<file path="src/rtl/pc_sequencer.sv">
// ----------------------------------------------------------------------------
// pc_sequencer
//   Instruction fetch sequencer. It issues one outstanding fetch at a time,
//   holds the fetched word for decode until it is accepted, and handles
//   exception / jump / branch redirects. A fetch that is still in flight when
//   a redirect arrives is drained, and its data is dropped.
//
// Parameters
//   RESET_VECTOR : first fetch address after reset
//   EXC_VECTOR   : exception redirect address
//
// Optional feature
//   PC_SEQ_ALIGN_CHECK_EN : when defined, a misaligned jump or branch target
//                           redirects to EXC_VECTOR and pulses misalign_err.
//                           When undefined, the low two target bits are
//                           cleared and misalign_err stays 0.
//
// Ports
//   clk, reset            : clock, asynchronous active-low reset
//   imem_req/addr         : fetch request; held until imem_ack
//   imem_ack/rdata        : fetch completion and instruction word
//   instr/instr_pc/valid  : instruction presented to decode
//   instr_ready           : decode accepts instr
//   branch_taken/target   : branch redirect
//   jump/jump_target      : jump redirect
//   exc                   : exception redirect (highest priority)
//   pc                    : next address to be fetched
//   misalign_err          : one-cycle pulse on a misaligned redirect target
// ----------------------------------------------------------------------------
module pc_sequencer #(
    parameter logic [31:0] RESET_VECTOR = 32'h0000_0000,
    parameter logic [31:0] EXC_VECTOR   = 32'h8000_0180
) (
    input  logic        clk,
    input  logic        reset,
    output logic        imem_req,
    output logic [31:0] imem_addr,
    input  logic        imem_ack,
    input  logic [31:0] imem_rdata,
    output logic [31:0] instr,
    output logic [31:0] instr_pc,
    output logic        instr_valid,
    input  logic        instr_ready,
    input  logic        branch_taken,
    input  logic [31:0] branch_target,
    input  logic        jump,
    input  logic [31:0] jump_target,
    input  logic        exc,
    output logic [31:0] pc,
    output logic        misalign_err
);

    typedef enum logic [1:0] {IDLE, FETCH, HOLD, DRAIN} state_t;

    state_t      state;
    logic [31:0] fetch_addr;

    logic        redirect;
    logic        bad_target;
    logic [31:0] raw_target;
    logic [31:0] redirect_pc;
    logic [31:0] next_pc;

    // Redirect target selection: exc > jump > branch_taken.
    always_comb begin
        redirect   = exc | jump | branch_taken;
        raw_target = jump ? jump_target : branch_target;
        bad_target = 1'b0;
`ifdef PC_SEQ_ALIGN_CHECK_EN
        bad_target  = !exc && (jump || branch_taken) && (raw_target[1:0] != 2'b00);
        redirect_pc = (exc || bad_target) ? EXC_VECTOR : raw_target;
`else
        redirect_pc = exc ? EXC_VECTOR : (raw_target & ~32'h3);
`endif
        next_pc = redirect ? redirect_pc : pc;
    end

    assign imem_addr = fetch_addr;

    always_ff @(posedge clk or negedge reset) begin
        if (!reset) begin
            state        <= IDLE;
            pc           <= RESET_VECTOR;
            fetch_addr   <= RESET_VECTOR;
            imem_req     <= 1'b0;
            instr_valid  <= 1'b0;
            instr        <= 32'h0;
            instr_pc     <= 32'h0;
            misalign_err <= 1'b0;
        end else begin
            misalign_err <= redirect & bad_target;
            case (state)
                IDLE: begin
                    // Any imem_ack seen here belongs to an abandoned request.
                    state       <= FETCH;
                    imem_req    <= 1'b1;
                    instr_valid <= 1'b0;
                    pc          <= next_pc;
                    fetch_addr  <= next_pc;
                end
                FETCH: begin
                    if (imem_ack) begin
                        if (redirect) begin
                            // Data belongs to the old path; refetch at target.
                            pc         <= next_pc;
                            fetch_addr <= next_pc;
                        end else begin
                            instr       <= imem_rdata;
                            instr_pc    <= fetch_addr;
                            instr_valid <= 1'b1;
                            pc          <= pc + 32'd4;
                            imem_req    <= 1'b0;
                            state       <= HOLD;
                        end
                    end else if (redirect) begin
                        // Request must stay stable until acked, so drain it.
                        pc    <= next_pc;
                        state <= DRAIN;
                    end
                end
                HOLD: begin
                    // A redirect drops the held instruction even if decode
                    // accepted it in the same cycle.
                    if (redirect || instr_ready) begin
                        instr_valid <= 1'b0;
                        imem_req    <= 1'b1;
                        pc          <= next_pc;
                        fetch_addr  <= next_pc;
                        state       <= FETCH;
                    end
                end
                DRAIN: begin
                    // Later redirects only update pc; the ack completes the
                    // stale request and the next fetch uses the newest pc.
                    pc <= next_pc;
                    if (imem_ack) begin
                        fetch_addr <= next_pc;
                        state      <= FETCH;
                    end
                end
                default: begin
                    state    <= IDLE;
                    imem_req <= 1'b0;
                end
            endcase
        end
    end

endmodule

</file>
<file path="config.mk">
export PLATFORM = sky130hd
export DESIGN_NAME = pc_sequencer
export DESIGN_NICKNAME = d
export VERILOG_FILES = /design/src/rtl/pc_sequencer.sv
export SDC_FILE = /design/constraint.sdc
export NUM_CORES = 1
export LEC_CHECK = 0
export ABC_AREA = 1
export CORE_MARGIN = 2
export CORE_UTILIZATION = 50
export DETAILED_ROUTE_END_ITERATION = 12
export PLACE_DENSITY = 0.95
export SLEW_MARGIN = 30
export SYNTH_ARGS = -nofsm -noshare
export SYNTH_HDL_FRONTEND = slang
export SYNTH_SLANG_ARGS = --single-unit
</file>
<file path="constraint.sdc">
create_clock -name clk -period 2.9 [get_ports clk]
set_input_delay 0.87 -clock clk [delete_from_list [all_inputs] [get_ports clk]]
set_output_delay 0.87 -clock clk [all_outputs]
set_load 0.01 [all_outputs]
</file>
==> impl_metrics.yaml, run 1 <==
clocking:
  post-cts-setup-buffers: 0
  cts_root_buffer: "clkbuf_16"
  cts_resized: 0
  cts_hold_buffers: 0
  clockBufferDepth: 2
  htreeDepth: 4
  cts.sinks: 132
  clk_pin_slew_ns: 0.06
  clock_latency_ns: 0.41
  cts_tree: "built"
  cts_made_buffers: 17
place:
  portBuffers: 228
  dpl.hpwl_um: 16200
  gp_congestion: 0.948
worst_setup_path:
  worst_setup_path_start_kind: "input port"
  cp_slowest_cell: "inv_1"
  cp_cell_sequence: "clkdlybuf4s50_1, inv_1, nand2_1, nand2_1, nand2_1, o21ai_0, o21ai_0, inv_1, nand2_1, nand2_1"
  criticalPathCategory: "in -> reg"
  max_stage_delay_ns: 0.62
  crit_path_frequent_cell: "nand2_1"
  crit_path_max_fanout: 30
  cp-end-kind: "flop"
  critical_path_arrival_ns: 2.85
  cp_data_required_time_ns: 3.25
pwr:
  p_comb_share_pct: 39.8
  switchingPower_mw: 3.13
  seqPwrFrac_pct: 35.1
  clock_power_share_pct: 25.0
  totalPowerFinal_mw: 8.76
  p_sw_share_pct: 35.7
  leakage_nw: 4.80
  power_density_nw_per_um2: 860
  peakVddDrop_mv: 0.546
  p_int_mw: 5.63
synth:
  synthTopCellsByArea: "dfrtp_1, nand2_1, o21ai_0, inv_1, nand3_1"
  avgSynthCellArea_um2: 7.06
  seq_area_frac_synth_pct: 46.5
  ys_ff_latch: 132
  synth-edff-count: 0
  yosys_warnings: 0
  synth_common_cells: "nand2_1, dfrtp_1, inv_1"
  synth_largest_area_cell: "dfrtp_1"
  syn_area_um2: 7100
  synth.top_cell.area_share_pct: 46.5
  synth.most_common_cell: "nand2_1"
  synth_ff_type: "dfrtp_1"
  synthCells: 1006
  syn_nets: 1115
  ys_types: 33
  async_flop_share_pct: 100
detailed_routing:
  drc: 0
  via_per_inst: 5.33
  detail_route.iter0.violations: 873
  route.met2.wl_um: 10400
  num_vias: 7540
  wl_met1_um: 9050
  firstDrtPassIters: 6
  totalWireLength_um: 22300
  wl_per_cell_um: 15.7
  highest_layer: "met4"
  detail-route-antenna-nets: 0
  wl_met3_um: 2100
sta:
  hold-worst-slack_ns: 0.413
  fmax_mhz: 401
  fin_crit_sh_pct: 86.1
  max-slew-margin-rel_pct: 44.9
  finClkSkew_ns: 0.0101
  layout_min_cycle_time_ns: 2.50
  rsz0062_at_grt: "false"
  hold_viol_final: 0
  setup_viol: 0
  maxSlewViolCount: 0
  worst_pin_slew_ns: 0.826
  setup-tns-final_ns: 0
grt:
  overflow: 0
  grt_pass1_wl_um: 35100
  grt_antenna_before_repair: 0
  grt_max_degree: 87
  grt_pass1_vias: 7108
  grt_usage_pct: 29.8
floorplan:
  initial_core_util_pct: 51.2
  ios: 234
  die_h_um: 123
  dieArea_um2: 15200
  fp.dieW_um: 123
  num_rows: 43
  core_area_um2: 13900
min_path:
  hp-class: "in -> async"
layout:
  diodes: 0
  layout.nets: 1331
  area_delta_synth_final_pct: 43.4
  drive_gt1_share_pct: 5.34
  nFillCells: 1082
run:
  maxCapViolCount: 0
outcome:
  status: "complete, no violations"
==> routing by layer <==
layer | track usage, % | up-vias
li1 | - | 3631
met3 | 6.04 | 57
met5 | 0 | -
met2 | 48.6 | 430
met4 | 13.8 | 0
met1 | 38.1 | 3422
==> worst paths after layout <==
check,depth (start not counted),endpoint,slack [ns],start
worst max-delay path,10,pc[9]$_DFFE_PN0P_,0.40,jump
worst min-delay path,1,instr[7]$_DFFE_PN0P_,0.41,reset
worst max register to register,9,pc[2]$_DFFE_PN0P_,0.83,state[1]$_DFFE_PN0P_
worst min register to register,2,instr[20]$_DFFE_PN0P_,0.47,instr[20]$_DFFE_PN0P_
max in group asynchronous,2,instr_pc[29]$_DFFE_PN0P_,1.77,reset
min in group clk,2,instr[20]$_DFFE_PN0P_,0.47,instr[20]$_DFFE_PN0P_
==> metrics by stage <==
step	instances	utilization (%)	cell area, um^2	setup WS [ns]
6_report	1415	73.4	10200	0.404
5_1_grt	1415	73.4	10200	0.256
4_1_cts	1415	73.4	10200	0.417
3_5_place_dp	1383	69.0	9580	0.0524
3_3_place_gp	1383	69.0	9580	0.190
2_1_floorplan	1006	-	7100	0.943
==> power groups by stage <==
stage / clock (mW) / combinational, mW / sequential (mW)
final: 2.19 / 3.49 / 3.08
after global routing: 2.29 / 3.84 / 3.15
after CTS: 2.22 / 3.49 / 3.07
after detailed placement: 0 / 3.46 / 3.08
after global placement: 0 / 3.37 / 3.05
after floorplan: 0 / 1.21 / 3.31
==> registers in the layout, indices dropped and copies added, names as in the netlist <==
signal	flops
imem_addr	32
instr	32
instr_pc	32
pc	32
state	2
imem_req	1
instr_valid	1
==> critical path, delay by kind of cell <==
kind	cells	cell delay, ns
buffers and inverters	3	1.15
AND/OR/NAND/NOR	5	0.44
AO/OA/AOI/OAI	2	0.39
==> cells by family (layout without fill, tap and decap cells) <==
| group | after synthesis | after routing | synth area share, % |
|---|---|---|---|
| simple gates | 570 | 570 | 32.5 |
| compound gates | 154 | 154 | 11.4 |
| buf+inv | 142 | 371 | 8.37 |
| flops | 132 | 132 | 46.5 |
| fa+ha+maj | 6 | 6 | 1.06 |
| other cells | 1 | 1 | 0.0528 |
| xor+xnor | 1 | 1 | 0.123 |
==> cells in the final DEF (no fill, tap or decap), types with 13 or more instances in the layout <==
cell type and n:
buf_4 13, inv_1 87, clkbuf_16 17, a21oi_1 19
o21ai_1 36, dfrtp_1 132, clkdlybuf4s50_1 227, nand2_1 422
nand3_1 61, nor2_1 53, o21ai_0 78
==> area by class of cell <==
cell class | instances | area [um^2] | area share (%)
clock buffers | 17 | 425 | 4.18
clock inverters | 15 | 179 | 1.76
inverters | 92 | 345 | 3.39
multi-input cells | 732 | 3210 | 31.5
flip-flops and latches | 132 | 3300 | 32.4
well taps | 180 | 225 | 2.21
repair buffers | 247 | 2500 | 24.6
Note: power is estimated with default switching activity, not from simulation.
==> inputs of run 2 (changes only) <==
--- a/config.mk
+++ b/config.mk
@@ -7,9 +7,9 @@
 export LEC_CHECK = 0
 export ABC_AREA = 1
 export CORE_MARGIN = 2
-export CORE_UTILIZATION = 50
+export CORE_UTILIZATION = 47
 export DETAILED_ROUTE_END_ITERATION = 12
-export PLACE_DENSITY = 0.95
+export PLACE_DENSITY = 0.91
 export SLEW_MARGIN = 30
 export SYNTH_ARGS = -nofsm -noshare
 export SYNTH_HDL_FRONTEND = slang
==> constraint.sdc (replaced) <==
create_clock -name clk -period 2.5 [get_ports clk]
set_input_delay 0.75 -clock clk [delete_from_list [all_inputs] [get_ports clk]]
set_output_delay 0.75 -clock clk [all_outputs]
set_load 0.01 [all_outputs]
==> run 2 against run 1 <==
Hold slack got worse by 0.17 ns. First-iteration DRC count increased by 5.7%. Clock skew decreased by 0.0036 ns. Clock power increased by 28%. Die area increased by 6.2%. Power increased by 20%. Count of clock-buffer cells in the layout increased by 1. Cell area increased by 2.2%. Utilization decreased by 2.3 points. Routed wire length increased by 1.9%. Non-clock buffer count increased by 16. Critical path depth unchanged. Largest cell class unchanged.
==> impl_metrics.yaml, run 2 (synthesized netlist as in run 1, its figures left out) <==
outcome:
  status: "complete, no violations"
grt:
  grt_antenna_before_repair: 0
  met1_usage_pct: 35.1
  grt_max_degree: 87
  overflow: 0
  grt_pass1_wl_um: 36400
  grt_pass1_vias: 7278
  top_usage_layer: "met2"
  met3_usage_pct: 8.98
  grt_usage_pct: 28.7
  met2_usage_pct: 48.2
sta:
  maxSlewViolCount: 0
  setup_viol: 0
  worst_pin_slew_ns: 0.606
  rsz0062_at_grt: "false"
  fin_crit_sh_pct: 94.7
  layout_min_cycle_time_ns: 2.37
  setup_ws_ns: 0.132
  setup-tns-final_ns: 0
  finClkSkew_ns: 0.00649
  max-slew-margin-rel_pct: 59.2
  hold_viol_final: 0
  fmax_mhz: 422
worst_setup_path:
  worstSetupEndpoint: "pc[17]$_DFFE_PN0P_"
  regToRegEndpoint: "pc[26]$_DFFE_PN0P_"
  reg2reg_setup_slack_ns: 0.50
  cp-end-kind: "flop"
  reg2regPathDepth: 10
  criticalPathCategory: "in -> reg"
  r2r-start: "pc[2]$_DFFE_PN0P_"
  setup.worst_path.start: "jump"
  worst_setup_path_start_kind: "input port"
  cp_data_required_time_ns: 2.87
  crit_path_max_fanout: 16
  critical_path_arrival_ns: 2.73
clocking:
  clockBufferDepth: 2
  clk_pin_slew_ns: 0.06
  cts_resized: 0
  cts_root_buffer: "clkbuf_16"
  cts.sinks: 132
  post-cts-setup-buffers: 0
  clock_latency_ns: 0.42
  htreeDepth: 4
  cts_tree: "built"
  cts_made_buffers: 17
  cts_hold_buffers: 0
pwr:
  totalPowerFinal_mw: 10.5
  p_comb_share_pct: 39.4
  leakage_nw: 4.93
  p_int_mw: 6.83
  seqPwrFrac_pct: 33.9
  p_sw_share_pct: 35.1
  switchingPower_mw: 3.69
  peakVddDrop_mv: 0.527
  power_density_nw_per_um2: 1010
  clock_power_share_pct: 26.7
layout:
  area_delta_synth_final_pct: 46.5
  stdcell_area_um2: 10400
  nFillCells: 1107
  drive_gt1_share_pct: 6.55
  diodes: 0
  layout.nets: 1347
  fin_cells: 1435
  final_common_cell: "nand2_1"
  final_cell_mix: "nand2_1, clkdlybuf4s50_1, dfrtp_1, inv_1, o21ai_0"
detailed_routing:
  num_vias: 7590
  firstDrtPassIters: 7
  detail_route.iter0.violations: 923
  wl_per_cell_um: 15.8
  detail-route-antenna-nets: 0
  totalWireLength_um: 22700
  drc: 0
  via_per_inst: 5.29
place:
  dpl-instance-area_um2: 9740
  dp_slack_ns: -0.234
  portBuffers: 228
  placed_cells: 1403
  dpl.hpwl_um: 16600
  gp_congestion: 0.974
floorplan:
  ios: 234
  core_area_um2: 14600
  initial_core_util_pct: 48.5
  fp.dieW_um: 127
  die_h_um: 127
  num_rows: 44
  dieArea_um2: 16100
min_path:
  hp-class: "in -> async"
run:
  maxCapViolCount: 0
[run 2: cell count changes in the layout (fill, tap and decap cells not counted)]
cell | before | now
buf_12 | 6 | 9
buf_4 | 13 | 26
bufinv_16 | 3 | 5
clkbuf_8 | 0 | 1
clkinv_2 | 3 | 1
clkinvlp_4 | 4 | 2
inv_6 | 4 | 5
[run 2: worst min-delay path by stage]
stage	start	to	slack, ns	depth (start not counted)
2_1_floorplan	reset	imem_addr[0]$_DFFE_PN0P_	0.45	0
3_3_place_gp	instr[9]$_DFFE_PN0P_	instr[9]$_DFFE_PN0P_	0.45	2
3_5_place_dp	instr[4]$_DFFE_PN0P_	instr[4]$_DFFE_PN0P_	0.46	2
4_1_cts	reset	instr[9]$_DFFE_PN0P_	0.25	1
5_1_grt	reset	instr[8]$_DFFE_PN0P_	0.27	1
6_report	reset	instr[8]$_DFFE_PN0P_	0.24	1
[run 2: layer usage]
| metal | up-vias | share of wire, % | wire length (um) |
|---|---|---|---|
| met5 | - | 0 | 0 |
| met3 | 55 | 10 | 2360 |
| met1 | 3448 | 39 | 8890 |
| met2 | 422 | 48 | 10800 |
| met4 | 0 | 2.9 | 649 |
| li1 | 3665 | - | - |
[run 2: power by group through the flow]
stage / combinational [mW] / sequential (mW) / clock, mW
final: 4.14 / 3.57 / 2.81
after global routing: 4.52 / 3.66 / 2.93
after CTS: 4.15 / 3.55 / 2.83
after detailed placement: 4.10 / 3.57 / 0
after global placement: 3.98 / 3.53 / 0
after floorplan: 1.41 / 3.84 / 0
[run 2: final cells by class]
| class | instances | area [um^2] | area share [%] |
|---|---|---|---|
| Clock buffer | 18 | 439 | 4.22 |
| Clock inverter | 14 | 223 | 2.14 |
| Inverter | 92 | 345 | 3.32 |
| Multi-Input combinational cell | 732 | 3210 | 30.8 |
| Sequential cell | 132 | 3300 | 31.7 |
| Tap cell | 184 | 230 | 2.21 |
| Timing Repair Buffer | 263 | 2660 | 25.6 |
[run 2: metrics by stage]
step / utilization, % / hold slack [ns]
after global placement: 66.5 / 0.452
after CTS: 71.1 / 0.250
final: 71.1 / 0.243
after floorplan: - / 0.454
after global routing: 71.1 / 0.268
after detailed placement: 66.5 / 0.457
[run 2: critical path: stages]
cell and delay [ns]:
clkdlybuf4s50_1 0.48, nor2_2 0.17, nand2_2 0.15, buf_12 0.17
buf_4 0.18, o21ai_0 0.50, o21ai_0 0.16, inv_1 0.08
nand2_1 0.05, nand2_1 0.04
==> inputs of run 3 (changes only) <==
--- a/config.mk
+++ b/config.mk
@@ -8,7 +8,9 @@
 export ABC_AREA = 1
 export CORE_MARGIN = 2
 export CORE_UTILIZATION = 47
+export CTS_CLUSTER_DIAMETER = 200
 export DETAILED_ROUTE_END_ITERATION = 12
+export HOLD_SLACK_MARGIN = 0.03
 export PLACE_DENSITY = 0.91
 export SLEW_MARGIN = 30
 export SYNTH_ARGS = -nofsm -noshare
==> results of run 3 <==
Final layout, timing and power as in run 2 (identical DEF).
